$ cat src/rtl/dpram_stream_reader.sv
// -----------------------------------------------------------------------------
// dpram_stream_reader
//
// Read-side client for a dual-port RAM port with 1-cycle registered read
// latency. A start command fetches `length` consecutive words beginning at
// `base_addr` (address wraps modulo 2**ADDR_W). The words are delivered on a
// valid/ready stream through a 4-entry prefetch FIFO. This sustains one word
// per cycle and absorbs backpressure without losing words.
//
// Optional feature: define DPRAM_READER_LOOP_EN to add the `loop` input.
// The value of `loop` at an accepted start enables looping. While looping is
// enabled, the command replays its address range pass after pass. Each pass
// end is still marked by out_last. Once `loop` drops, the current pass
// completes, followed by the done pulse.
//
// Ports:
//   clk, reset_n        clock, asynchronous active-low reset
//   start               command strobe (ignored unless idle)
//   base_addr, length   command parameters, captured on accepted start
//   loop                (DPRAM_READER_LOOP_EN only) replay command passes
//   busy, done          command status; done is a one-cycle pulse
//   ram_address         RAM read address (holds last issued address)
//   ram_byteena         tied 1
//   ram_wren            tied 0
//   ram_q               RAM read data, valid the cycle after the address
//   out_data, out_valid, out_ready, out_last   output stream
// -----------------------------------------------------------------------------
module dpram_stream_reader #(
  parameter int ADDR_W = 8,
  parameter int DATA_W = 8
) (
  input  logic              clk,
  input  logic              reset_n,
  input  logic              start,
  input  logic [ADDR_W-1:0] base_addr,
  input  logic [ADDR_W:0]   length,
`ifdef DPRAM_READER_LOOP_EN
  input  logic              loop,
`endif
  output logic              busy,
  output logic              done,
  output logic [ADDR_W-1:0] ram_address,
  output logic              ram_byteena,
  output logic              ram_wren,
  input  logic [DATA_W-1:0] ram_q,
  output logic [DATA_W-1:0] out_data,
  output logic              out_valid,
  input  logic              out_ready,
  output logic              out_last
);

  typedef enum logic [1:0] {IDLE, RUN, FIN} state_t;

  localparam logic [ADDR_W:0] LEN_ONE = (ADDR_W+1)'(1);

  state_t            state;
  logic [ADDR_W-1:0] rd_addr;
  logic [ADDR_W-1:0] addr_hold;
  logic [ADDR_W:0]   issue_left;
  logic [ADDR_W:0]   words_left;
  logic              inflight;
  logic              loop_active;

  logic [DATA_W-1:0] fifo_mem [4];
  logic [1:0]        wr_ptr;
  logic [1:0]        rd_ptr;
  logic [2:0]        fifo_count;
  logic [2:0]        occupancy;

  logic issue;
  logic push;
  logic pop;

`ifdef DPRAM_READER_LOOP_EN
  logic [ADDR_W-1:0] cap_base;
  logic [ADDR_W:0]   cap_length;
`else
  assign loop_active = 1'b0;
`endif

  // Issue only when a slot is reserved for the returning word. Counting the
  // in-flight read makes FIFO overflow impossible.
  assign occupancy = fifo_count + {2'b00, inflight};
  assign issue     = (state == RUN) && (issue_left != '0) && (occupancy < 3'd4);
  assign push      = inflight;
  assign pop       = out_valid && out_ready;

  assign ram_address = issue ? rd_addr : addr_hold;
  assign ram_byteena = 1'b1;
  assign ram_wren    = 1'b0;

  assign out_valid = (fifo_count != 3'd0);
  assign out_data  = out_valid ? fifo_mem[rd_ptr] : '0;
  assign out_last  = out_valid && (words_left == LEN_ONE);

  // NOTE: the FIFO storage has no reset. Only pointers and count are reset;
  // out_data is masked while the FIFO is empty, so stale entries never leak.
  always_ff @(posedge clk) begin
    if (push) fifo_mem[wr_ptr] <= ram_q;
  end

  // NOTE: state is updated with non-blocking assignments only. Later
  // assignments in this block (FIN flush) override earlier ones in the
  // same cycle.
  always_ff @(posedge clk or negedge reset_n) begin
    if (!reset_n) begin
      state      <= IDLE;
      busy       <= 1'b0;
      done       <= 1'b0;
      rd_addr    <= '0;
      addr_hold  <= '0;
      issue_left <= '0;
      words_left <= '0;
      inflight   <= 1'b0;
      wr_ptr     <= '0;
      rd_ptr     <= '0;
      fifo_count <= '0;
`ifdef DPRAM_READER_LOOP_EN
      loop_active <= 1'b0;
      cap_base    <= '0;
      cap_length  <= '0;
`endif
    end else begin
      done     <= 1'b0;
      inflight <= issue;

      if (issue) begin
        addr_hold <= rd_addr;
`ifdef DPRAM_READER_LOOP_EN
        if (loop_active && issue_left == LEN_ONE) begin
          issue_left <= cap_length;
          rd_addr    <= cap_base;
        end else begin
          issue_left <= issue_left - 1'b1;
          rd_addr    <= rd_addr + 1'b1;
        end
`else
        issue_left <= issue_left - 1'b1;
        // Natural ADDR_W-bit overflow gives the modulo-RAM-size wrap.
        rd_addr    <= rd_addr + 1'b1;
`endif
      end

      if (push) wr_ptr <= wr_ptr + 1'b1;
      if (pop)  rd_ptr <= rd_ptr + 1'b1;
      case ({push, pop})
        2'b10:   fifo_count <= fifo_count + 3'd1;
        2'b01:   fifo_count <= fifo_count - 3'd1;
        default: fifo_count <= fifo_count;
      endcase

      case (state)
        IDLE: begin
          if (start) begin
`ifdef DPRAM_READER_LOOP_EN
            loop_active <= loop;
            cap_base    <= base_addr;
            cap_length  <= length;
`endif
            if (length == '0) begin
              state <= FIN;
              done  <= 1'b1;
            end else begin
              state      <= RUN;
              busy       <= 1'b1;
              rd_addr    <= base_addr;
              issue_left <= length;
              words_left <= length;
            end
          end
        end
        RUN: begin
`ifdef DPRAM_READER_LOOP_EN
          if (!loop) loop_active <= 1'b0;
`endif
          if (pop) begin
            if (words_left == LEN_ONE) begin
              if (loop_active) begin
`ifdef DPRAM_READER_LOOP_EN
                words_left <= cap_length;
`endif
              end else begin
                state <= FIN;
                busy  <= 1'b0;
                done  <= 1'b1;
              end
            end else begin
              words_left <= words_left - 1'b1;
            end
          end
        end
        FIN: begin
          // Discard words prefetched for a pass that will not be delivered.
          state      <= IDLE;
          inflight   <= 1'b0;
          wr_ptr     <= '0;
          rd_ptr     <= '0;
          fifo_count <= '0;
        end
        default: state <= IDLE;
      endcase
    end
  end

endmodule

$ cat config.mk
export PLATFORM = sky130hd
export DESIGN_NAME = dpram_stream_reader
export DESIGN_NICKNAME = d
export VERILOG_FILES = /design/src/rtl/dpram_stream_reader.sv
export SDC_FILE = /design/constraint.sdc
export NUM_CORES = 1
export LEC_CHECK = 0
export CAP_MARGIN = 10
export CORE_UTILIZATION = 62
export CTS_BUF_LIST = sky130_fd_sc_hd__clkbuf_8
export CTS_CLUSTER_SIZE = 8
export DETAILED_ROUTE_END_ITERATION = 8
export PLACE_DENSITY = 0.88
export SLEW_MARGIN = 20
export SYNTH_ARGS = -nofsm -noshare
export SYNTH_HDL_FRONTEND = slang
export SYNTH_SLANG_ARGS = --single-unit
$ cat constraint.sdc
create_clock -name clk -period 5.15 [get_ports clk]
set_input_delay 0.7725 -clock clk [delete_from_list [all_inputs] [get_ports clk]]
set_output_delay 0.7725 -clock clk [all_outputs]
set_load 0.02 [all_outputs]
==> results.tsv, run 1 <==
metric	value	unit
status	finished clean	
critPathRequiredTime	4.38	ns
yosys_warnings	0	
critical_path_arrival	2.96	ns
yosysTopAreaCellShare	29.4	%
hold_viol_final	0	
die_w	81.4	um
crit_path_start_kind	register	
hold_class	primary input to asynchronous set/reset pin	
fillers	385	
io_pins	51	
grt_max_degree	47	
yosysTopAreaCell	dfrtp_1	
cp_cell_sequence	inv_1 > ha_1 > nor4b_1 > nand2b_1 > nand2_8 > mux2_2 > clkdlybuf4s50_1	
grt_pass1_vias	2657	
io_buffers	48	
async_flop_share	59.0	%
r2r-end	fifo_count[2]$_DFFE_PN0P_	
ys_top_cells_by_area	dfrtp_1 29%, edfxtp_1 25%, mux4_2 4.6%, nor2_1 3.0%, ha_1 2.9%	
cp_slowest_cell	clkdlybuf4s50_1	
die_h	81.4	um
drv_slew	0	
r2r_slack	2.76	ns
maxCapViolations	0	
cts_buffer_depth	2	
num-nets-final	408	
period_share	72.5	%
vias_per_cell	6.28	
ctsHtreeMaxLevel	3	
syn_area	0.00391	mm^2
cts_sinks	78	
syn_inst	327	
ant_nets	0	
critPathMaxStageDelay	0.54	ns
clock.fmax	268	MHz
tightest_slew	0.788	ns
r2r-start	fifo_count[0]$_DFFE_PN0P_	
area_growth	16.5	%
postCtsHoldBufs	0	
grt-ovfl-total	0	
post-route-min-period	3.74	ns
yosysSeqAreaShare	54.0	%
cts_buffers	9	
rsz0062_at_grt	false	
tns	0	ns
synth_edf_count	32	
finalSetupViolCount	0	
via_count	2818	
worstSkewPairLatency	0.36	ns
synth-seq-cells	78	
cts-root-buf	clkbuf_8	
antenna_found_initial	0	
fp-row-count	28	
endpoint_kind	output port	
path_max_fanout	9	
wl_per_cell	18.0	um
cts_setup_buffers	0	
start_util	65.2	%
drive_gt1_share	12.3	%
max_slew_margin	47.5	%
path_delay_family	simple AND/OR/NAND/NOR gates	
firstDrtPassIters	4	
drtIter0Drc	200	
drt-total-wl	8060	um
core	0.00599	mm^2
crit_buf_inv	2	
hpwl	5560	um
r2r_cells	7	
ctsResizeCount	0	
p_per_area	645	mW/mm^2
syn_avg_cell_area	12.0	um^2
hold_slack	0.402	ns
synth_fp_nets	366	
clkSlewWorstSetupHoldPaths	0.08	ns
skew	0.00537	ns
grt_usage	26.8	%
synth-main-ff-cell	dfrtp_1	
post-route-drc-count	0	
diodes	0	
grt_pass1_wl	12800	um
gp_congestion	0.851	
leakage	0.00169	uW
critical_path_class	register to output port	
yosysMostFrequentCell	dfrtp_1	
cts_tree	yes	
dieArea	0.00663	mm^2
synth_common_cells	46 x dfrtp_1, 32 x edfxtp_1, 31 x nor2_1	
ir_drop	0.459	mV
synth.distinct_cells	61	
## registers in the layout, indices dropped and copies added, names as in the netlist
| signal | cells |
|---|---|
| inflight | 1 |
| words_left | 9 |
| addr_hold | 8 |
| busy | 1 |
| fifo_mem | 32 |
| done | 1 |
| rd_addr | 8 |
| fifo_count | 3 |
| wr_ptr | 2 |
| issue_left | 9 |
| rd_ptr | 2 |
| state | 2 |
## power breakdown
group	total (uW)	switching, uW	leakage [uW]	internal (uW)
logic	1410	736	0.000771	673
registers	1130	232	0.000832	900
clock network	400	228	0.0000842	171
## worst reg2reg max path, stage by stage, from the launching register on
cell	delay, ns
dfrtp_1	0.45
nor3_1	0.45
nor2_1	0.14
ha_1	0.25
fa_1	0.40
xnor2_1	0.16
or3_1	0.32
a21oi_1	0.15
## cell families (layout without fill, tap and decap cells)
| family | count (synthesis) | count (layout) | share of synthesized area (%) |
|---|---|---|---|
| compound gates | 75 | 75 | 13.7 |
| xor+xnor | 5 | 5 | 1.12 |
| fa+ha+maj | 10 | 10 | 3.39 |
| buf+inv | 31 | 78 | 3.65 |
| flops | 78 | 78 | 54.0 |
| mux | 19 | 19 | 7.68 |
| other cells | 2 | 2 | 0.192 |
| simple gates | 107 | 107 | 16.2 |
## final cells by class
cell class / count / area (um^2) / share of cell area (%)
Multi-Input combinational cell: 218 / 1650 / 36.3
Sequential cell: 78 / 2110 / 46.4
Clock inverter: 7 / 41.3 / 0.906
Timing Repair Buffer: 48 / 478 / 10.5
Inverter: 14 / 52.6 / 1.15
Tap cell: 75 / 93.8 / 2.06
Clock buffer: 9 / 124 / 2.72
## per-stage QoR
step | power (uW) | cell area, um^2 | util [%] | cells | setup WS (ns)
floorplan | 2070 | 3910 | - | 327 | 2.60
global placement | 2460 | 4390 | 73.2 | 433 | 1.87
detailed placement | 2540 | 4390 | 73.2 | 433 | 1.80
CTS | 2950 | 4550 | 76.0 | 449 | 1.39
global route | 3120 | 4560 | 76.0 | 449 | 1.23
finish | 2940 | 4560 | 76.0 | 449 | 1.41
## worst max-delay path by stage
stage | startpoint | endpoint | slack [ns] | cells after the start
final | issue_left[0]$_DFF_PN0_ | ram_address[5] | 1.41 | 7
after global routing | issue_left[0]$_DFF_PN0_ | ram_address[7] | 1.23 | 7
after CTS | issue_left[0]$_DFF_PN0_ | ram_address[5] | 1.39 | 7
after detailed placement | issue_left[1]$_DFF_PN0_ | ram_address[5] | 1.80 | 7
after global placement | issue_left[0]$_DFF_PN0_ | ram_address[5] | 1.87 | 7
after floorplan | issue_left[0]$_DFF_PN0_ | ram_address[3] | 2.60 | 7
## cells in the final DEF, fill, tap and decap left out, drive strengths merged, types with 5 or more instances in the layout
cell / n
nor3: 5
edfxtp: 32
dfrtp: 46
or3: 5
a31oi: 16
nand2: 11
o21ai: 16
clkdlybuf4s50: 47
o31ai: 6
nand3: 10
and2: 12
nor4: 5
clkbuf: 9
a21oi: 11
o2bb2ai: 8
mux4: 8
nor2: 32
or4: 9
mux2: 8
ha: 9
inv: 16
## per-layer routing
layer	vias up	part of all wire, %	GRT usage, %
li1	1331	-	-
met1	1383	44	36.4
met2	90	48	41.6
met3	14	6.3	6.07
met4	0	1.9	11.4
met5	-	0	0
(Power assumes the default switching activity.)
==> run 2, diff against run 1 <==
--- a/config.mk
+++ b/config.mk
@@ -6,11 +6,11 @@
 export NUM_CORES = 1
 export LEC_CHECK = 0
 export CAP_MARGIN = 10
-export CORE_UTILIZATION = 62
+export CORE_UTILIZATION = 52
 export CTS_BUF_LIST = sky130_fd_sc_hd__clkbuf_8
 export CTS_CLUSTER_SIZE = 8
 export DETAILED_ROUTE_END_ITERATION = 8
-export PLACE_DENSITY = 0.88
+export PLACE_DENSITY = 0.79
 export SLEW_MARGIN = 20
 export SYNTH_ARGS = -nofsm -noshare
 export SYNTH_HDL_FRONTEND = slang
==> constraint.sdc (replaced) <==
create_clock -name clk -period 3.3 [get_ports clk]
set_input_delay 0.495 -clock clk [delete_from_list [all_inputs] [get_ports clk]]
set_output_delay 0.495 -clock clk [all_outputs]
set_load 0.02 [all_outputs]
==> run 2 against run 1 <==
Compared with the run above:
- register-to-register slack got worse by 1.9 ns
- flip-flop and latch count unchanged
- routed wire length decreased by 2.5%
- critical endpoint is now ram_address[0]
- highest routed layer unchanged
==> results.tsv, run 2 (synthesis results as in run 1) <==
metric	value	unit	change
status	finished clean		
grt_max_degree	47		unchanged
cts_tree	yes		
p_per_area	1020	mW/mm^2	+57%
gp_congestion	0.806		-5.3%
register_area	0.00211	mm^2	unchanged
path_delay_family	simple AND/OR/NAND/NOR gates		
fillers	573		+49%
ctsResizeCount	1		+1
vias_per_cell	5.89		-6.1%
drt-total-wl	7860	um	-2.5%
leakage	0.00173	uW	+2.5%
layout_common_cells	47 x clkdlybuf4s50_1, 46 x dfrtp_1, 32 x edfxtp_1		
critical_path_arrival	2.64	ns	-0.32 ns
cts_sinks	78		unchanged
worstSkewPairLatency	0.35	ns	about the same
grt-ovfl-total	0		unchanged
die_w	88.7	um	+9.0%
wl_met2	3770	um	-2.8%
finalSetupViolCount	0		unchanged
num-nets-final	410		+0.49%
hold_class	primary input to asynchronous set/reset pin		
start_util	53.9	%	-11 points
r2r_cells	7		unchanged
critPathRequiredTime	2.80	ns	-1.58 ns
multiInputGateArea	0.00167	mm^2	+0.91%
hold_viol_final	0		unchanged
p_int	2900	uW	+66%
critPathMaxStageDelay	0.56	ns	+0.02 ns
cts_buffer_depth	2		unchanged
tns	0	ns	unchanged
clkSlewWorstSetupHoldPaths	0.08	ns	about the same
combPwrFrac	46.2	%	-1.7 points
cts-root-buf	clkbuf_8		
ant_nets	0		unchanged
io_buffers	48		unchanged
p_sw	1850	uW	+54%
r2r_slack	0.88	ns	-1.88 ns
cp_cell_sequence	or4_4 > nand2b_1 > nand2_8 > mux2_2 > clkdlybuf4s50_1		
mostFrequentLayoutCell	clkdlybuf4s50_1		
period_share	94.9	%	
via_count	2799		-0.67%
p_seq_share	37.3	%	-1.2 points
drtIter0Drc	176		-12%
fp-row-count	31		+11%
clockPowerShare	16.5	%	+2.9 points
skew	0.00950	ns	+0.00413 ns
dieArea	0.00787	mm^2	+19%
firstDrtPassIters	5		+1
hpwl	5300	um	-4.6%
ctsHtreeMaxLevel	3		unchanged
ir_drop	0.546	mV	+19%
grt_pass1_vias	2663		+0.23%
endpoint_kind	output port		
dr_wl_met3	374	um	-27%
route.layer.met1.wl	3620	um	+2.6%
die_h	88.7	um	+9.0%
crit_buf_inv	1		-1
path_max_fanout	9		unchanged
r2r-start	fifo_count[0]$_DFFE_PN0P_		
dp_slack	0.278	ns	-1.52 ns
io_pins	51		unchanged
drive_gt1_share	13.6	%	+1.3 points
largest_register_ffs	32		unchanged
rsz0062_at_grt	false		
hold_slack	0.146	ns	-0.256 ns
cts_buffers	9		unchanged
post-route-drc-count	0		unchanged
drv_slew	0		unchanged
setup_ws	0.167	ns	-1.25 ns
antenna_found_initial	0		unchanged
maxCapViolations	0		unchanged
postCtsHoldBufs	0		unchanged
tightest_slew	0.849	ns	+0.0607 ns
cp_slowest_cell	or4_4		
post-route-min-period	3.13	ns	
core	0.00725	mm^2	+21%
crit_path_start_kind	register		
diodes	0		unchanged
grt_pass1_wl	12900	um	+0.91%
critical_path_class	register to output port		
clock.fmax	319	MHz	
largest_register	fifo_mem		
area_growth	19.5	%	
cts_setup_buffers	0		unchanged
r2r-end	fifo_count[2]$_DFFE_PN0P_		
netSwitchingFraction	38.9	%	-1.8 points
wl_per_cell	16.5	um	-7.9%
top_layer	met4		
grt_usage	22.0	%	-4.8 points
max_slew_margin	43.4	%	-4.0 points
reg_top3	fifo_mem: 32 flops, issue_left: 9 flops, words_left: 9 flops		
## run 2: cell count changes in the layout (fill, tap and decap cells not counted), moves of 2 or more
cell	delta
buf_4	+2
bufinv_16	+2
clkinv_4	+2
clkinvlp_4	-2
## run 2: layout make-up
cell class | instances | area share, %
Clock buffer | 9 | 2.65
Sequential cell | 78 | 45.2
Timing Repair Buffer | 50 | 10.6
Clock inverter | 7 | 2.06
Tap cell | 99 | 2.65
Multi-Input combinational cell | 218 | 35.7
Inverter | 14 | 1.13
## run 2: how the worst max path moves through the flow
stage                           endpoint                     from  cells past startpoint
after global routing      ram_address[3]  issue_left[0]$_DFF_PN0_                      7
after CTS                 ram_address[0]  issue_left[0]$_DFF_PN0_                      7
after global placement    ram_address[7]  issue_left[0]$_DFF_PN0_                      7
after floorplan           ram_address[3]  issue_left[0]$_DFF_PN0_                      7
final                     ram_address[0]  issue_left[4]$_DFF_PN0_                      5
after detailed placement  ram_address[3]  issue_left[0]$_DFF_PN0_                      7
## run 2: through the flow
step                      power (uW)  std cells  instance area [um^2]  util [%]
after detailed placement        3950        459                  4430      61.1
after global routing            5060        475                  4670      64.4
final                           4740        475                  4670      64.4
after floorplan                 3230        327                  3910         -
after CTS                       4760        475                  4660      64.2
after global placement          3870        459                  4430      61.1
## run 2: routing by layer
layer	GRT usage [%]	vias up
met3	5.32	10
met2	34.8	83
met5	0	-
li1	-	1325
met1	30.1	1381
met4	6.89	0
## run 2: power by group through the flow
stage	sequential (uW)	combinational (uW)	clock (uW)
after floorplan	1630	1610	0
after global placement	1750	2120	0
after detailed placement	1770	2180	0
after CTS	1760	2200	799
after global routing	1830	2400	839
final	1770	2190	783
==> run 3, diff against run 2 <==
--- a/config.mk
+++ b/config.mk
@@ -6,11 +6,11 @@
 export NUM_CORES = 1
 export LEC_CHECK = 0
 export CAP_MARGIN = 10
-export CORE_UTILIZATION = 52
+export CORE_UTILIZATION = 50
 export CTS_BUF_LIST = sky130_fd_sc_hd__clkbuf_8
 export CTS_CLUSTER_SIZE = 8
 export DETAILED_ROUTE_END_ITERATION = 8
-export PLACE_DENSITY = 0.79
+export PLACE_DENSITY = 0.76
 export SLEW_MARGIN = 20
 export SYNTH_ARGS = -nofsm -noshare
 export SYNTH_HDL_FRONTEND = slang
==> run 3 against run 2 <==
Compared with the run above:
- cell area down 0.35%
- first-iteration DRC count down 14%
- clock skew increased by 0.0031 ns
- global-route usage decreased by 1.1 points
- fmax shrank 0.40%
- clock power shrank 5.2%
- critical path depth unchanged
- hold slack got worse by 0.013 ns
- largest cell class unchanged
- largest power group unchanged
- highest routed layer unchanged
==> results.tsv, run 3 (synthesis results as in run 1) <==
metric	value	unit	change
antenna_found_initial	0		unchanged
wl_per_cell	16.3	um	-1.2%
grt_max_degree	47		unchanged
worstSetupStartpoint	issue_left[4]$_DFF_PN0_		
grt_pass1_wl	13200	um	+2.0%
reg_top3	fifo_mem: 32 flops, issue_left: 9 flops, words_left: 9 flops		
die_h	90.4	um	+1.9%
crit_path_start_kind	register		
p_seq_share	37.7	%	+0.4 points
ctsHtreeMaxLevel	3		unchanged
p_sw	1860	uW	+0.50%
cts-root-buf	clkbuf_8		
critPathMaxStageDelay	0.56	ns	about the same
drtIter0Drc	152		-14%
worstSkewPairLatency	0.37	ns	+0.02 ns
multiInputGateArea	0.00167	mm^2	unchanged
leakage	0.00172	uW	-0.64%
combPwrFrac	46.5	%	+0.3 points
tightest_slew	0.830	ns	-0.0183 ns
dieArea	0.00817	mm^2	+3.9%
diodes	0		unchanged
hold_slack	0.133	ns	-0.0128 ns
setup_ws	0.155	ns	-0.0125 ns
fillers	581		+1.4%
place_inst	459		unchanged
post-route-min-period	3.15	ns	+0.0125 ns
cp_slowest_cell	or4_4		
firstDrtPassIters	4		-1
drt-total-wl	7770	um	-1.2%
tns	0	ns	unchanged
post-route-drc-count	0		unchanged
cts_sinks	78		unchanged
status	finished clean		
cts_tree	yes		
io_buffers	48		unchanged
largest_register	fifo_mem		
clock.fmax	318	MHz	-0.40%
drive_gt1_share	13.6	%	unchanged
fp-row-count	31		unchanged
postCtsHoldBufs	0		unchanged
r2r_cells	7		unchanged
grt_usage	20.9	%	-1.1 points
fin_cells	475		unchanged
finalSetupViolCount	0		unchanged
cts_buffer_depth	2		unchanged
clkSlewWorstSetupHoldPaths	0.08	ns	about the same
area_growth	19.1	%	
core	0.00741	mm^2	+2.1%
register_area	0.00211	mm^2	unchanged
critical_path_class	register to output port		
maxCapViolations	0		unchanged
start_util	52.8	%	-1.1 points
cts_buffers	9		unchanged
grt_pass1_vias	2713		+1.9%
endpoint_kind	output port		
p_per_area	1010	mW/mm^2	-0.88%
dp_slack	0.369	ns	+0.0906 ns
skew	0.0126	ns	+0.00311 ns
hold_viol_final	0		unchanged
layout_common_cells	47 x clkdlybuf4s50_1, 46 x dfrtp_1, 32 x edfxtp_1		
cp_cell_sequence	or4_4 > nand2b_1 > nand2_8 > mux2_2 > clkdlybuf4s50_1		
ir_drop	0.580	mV	+6.1%
hold_class	primary input to asynchronous set/reset pin		
gp_congestion	0.803		-0.37%
io_pins	51		unchanged
max_slew_margin	44.6	%	+1.2 points
drv_slew	0		unchanged
critical_path_arrival	2.65	ns	about the same
hpwl	5350	um	+0.95%
grt-ovfl-total	0		unchanged
critPathRequiredTime	2.80	ns	about the same
netSwitchingFraction	39.6	%	+0.68 points
via_count	2814		+0.54%
clockPowerShare	15.8	%	-0.7 points
cp-endpoint	ram_address[6]		
r2r-end	fifo_count[2]$_DFFE_PN0P_		
r2r_slack	0.95	ns	+0.07 ns
die_w	90.4	um	+1.9%
vias_per_cell	5.92		+0.54%
r2r-start	fifo_count[0]$_DFFE_PN0P_		
num-nets-final	410		unchanged
mostFrequentLayoutCell	clkdlybuf4s50_1		
p_int	2830	uW	-2.3%
largest_register_ffs	32		unchanged
path_max_fanout	9		unchanged
period_share	95.3	%	+0.38 points
ant_nets	0		unchanged
run 3: critical path, delay by kind of cell, from the launching register on:
family | cells | cell delay (ns)
buf+inv | 1 | 0.54
flops | 1 | 0.42
mux | 1 | 0.35
simple gates | 3 | 0.98
run 3: layout make-up:
class	instances	area share, %
Clock inverter	7	1.72
Timing Repair Buffer	50	10.6
Tap cell	99	2.66
Sequential cell	78	45.4
Multi-Input combinational cell	218	35.9
Inverter	14	1.13
Clock buffer	9	2.66
run 3: power groups by stage:
stage	Sequential [uW]	Combinational, uW	Clock, uW
after floorplan	1630	1610	0
after global placement	1750	2120	0
after detailed placement	1780	2170	0
after CTS	1760	2190	760
after global routing	1820	2390	803
final	1760	2180	742
run 3: through the flow:
stage                     instance area [um^2]  utilization (%)  total power (uW)
after floorplan                           3910                -              3230
after global placement                    4430             59.8              3870
after detailed placement                  4430             59.8              3950
after CTS                                 4640             62.7              4710
after global routing                      4650             62.8              5020
final                                     4650             62.8              4680
run 3: worst min path at each step:
stage	startpoint	endpoint	slack [ns]	depth (start not counted)
5_1_grt	reset_n	addr_hold[3]$_DFF_PN0_	0.18	1
2_1_floorplan	reset_n	addr_hold[0]$_DFF_PN0_	0.20	0
4_1_cts	reset_n	fifo_count[2]$_DFFE_PN0P_	0.34	1
3_3_place_gp	addr_hold[3]$_DFF_PN0_	addr_hold[3]$_DFF_PN0_	0.47	1
3_5_place_dp	addr_hold[2]$_DFF_PN0_	addr_hold[2]$_DFF_PN0_	0.48	1
6_report	reset_n	addr_hold[0]$_DFF_PN0_	0.13	1
run 3: what timing repair did:
action | 4_1_cts | 5_1_grt
setup endpoints to repair | 8 | 8
pin swaps | 0 | 0
setup buffers | 0 | 0
resized for setup | 1 | 1
run 3: metal layers:
metal	vias up	track usage (%)	wire, um
li1	1324	-	-
met3	10	5.56	340
met2	70	32.9	3710
met5	-	0	0
met4	0	7.26	111
met1	1410	28.1	3610
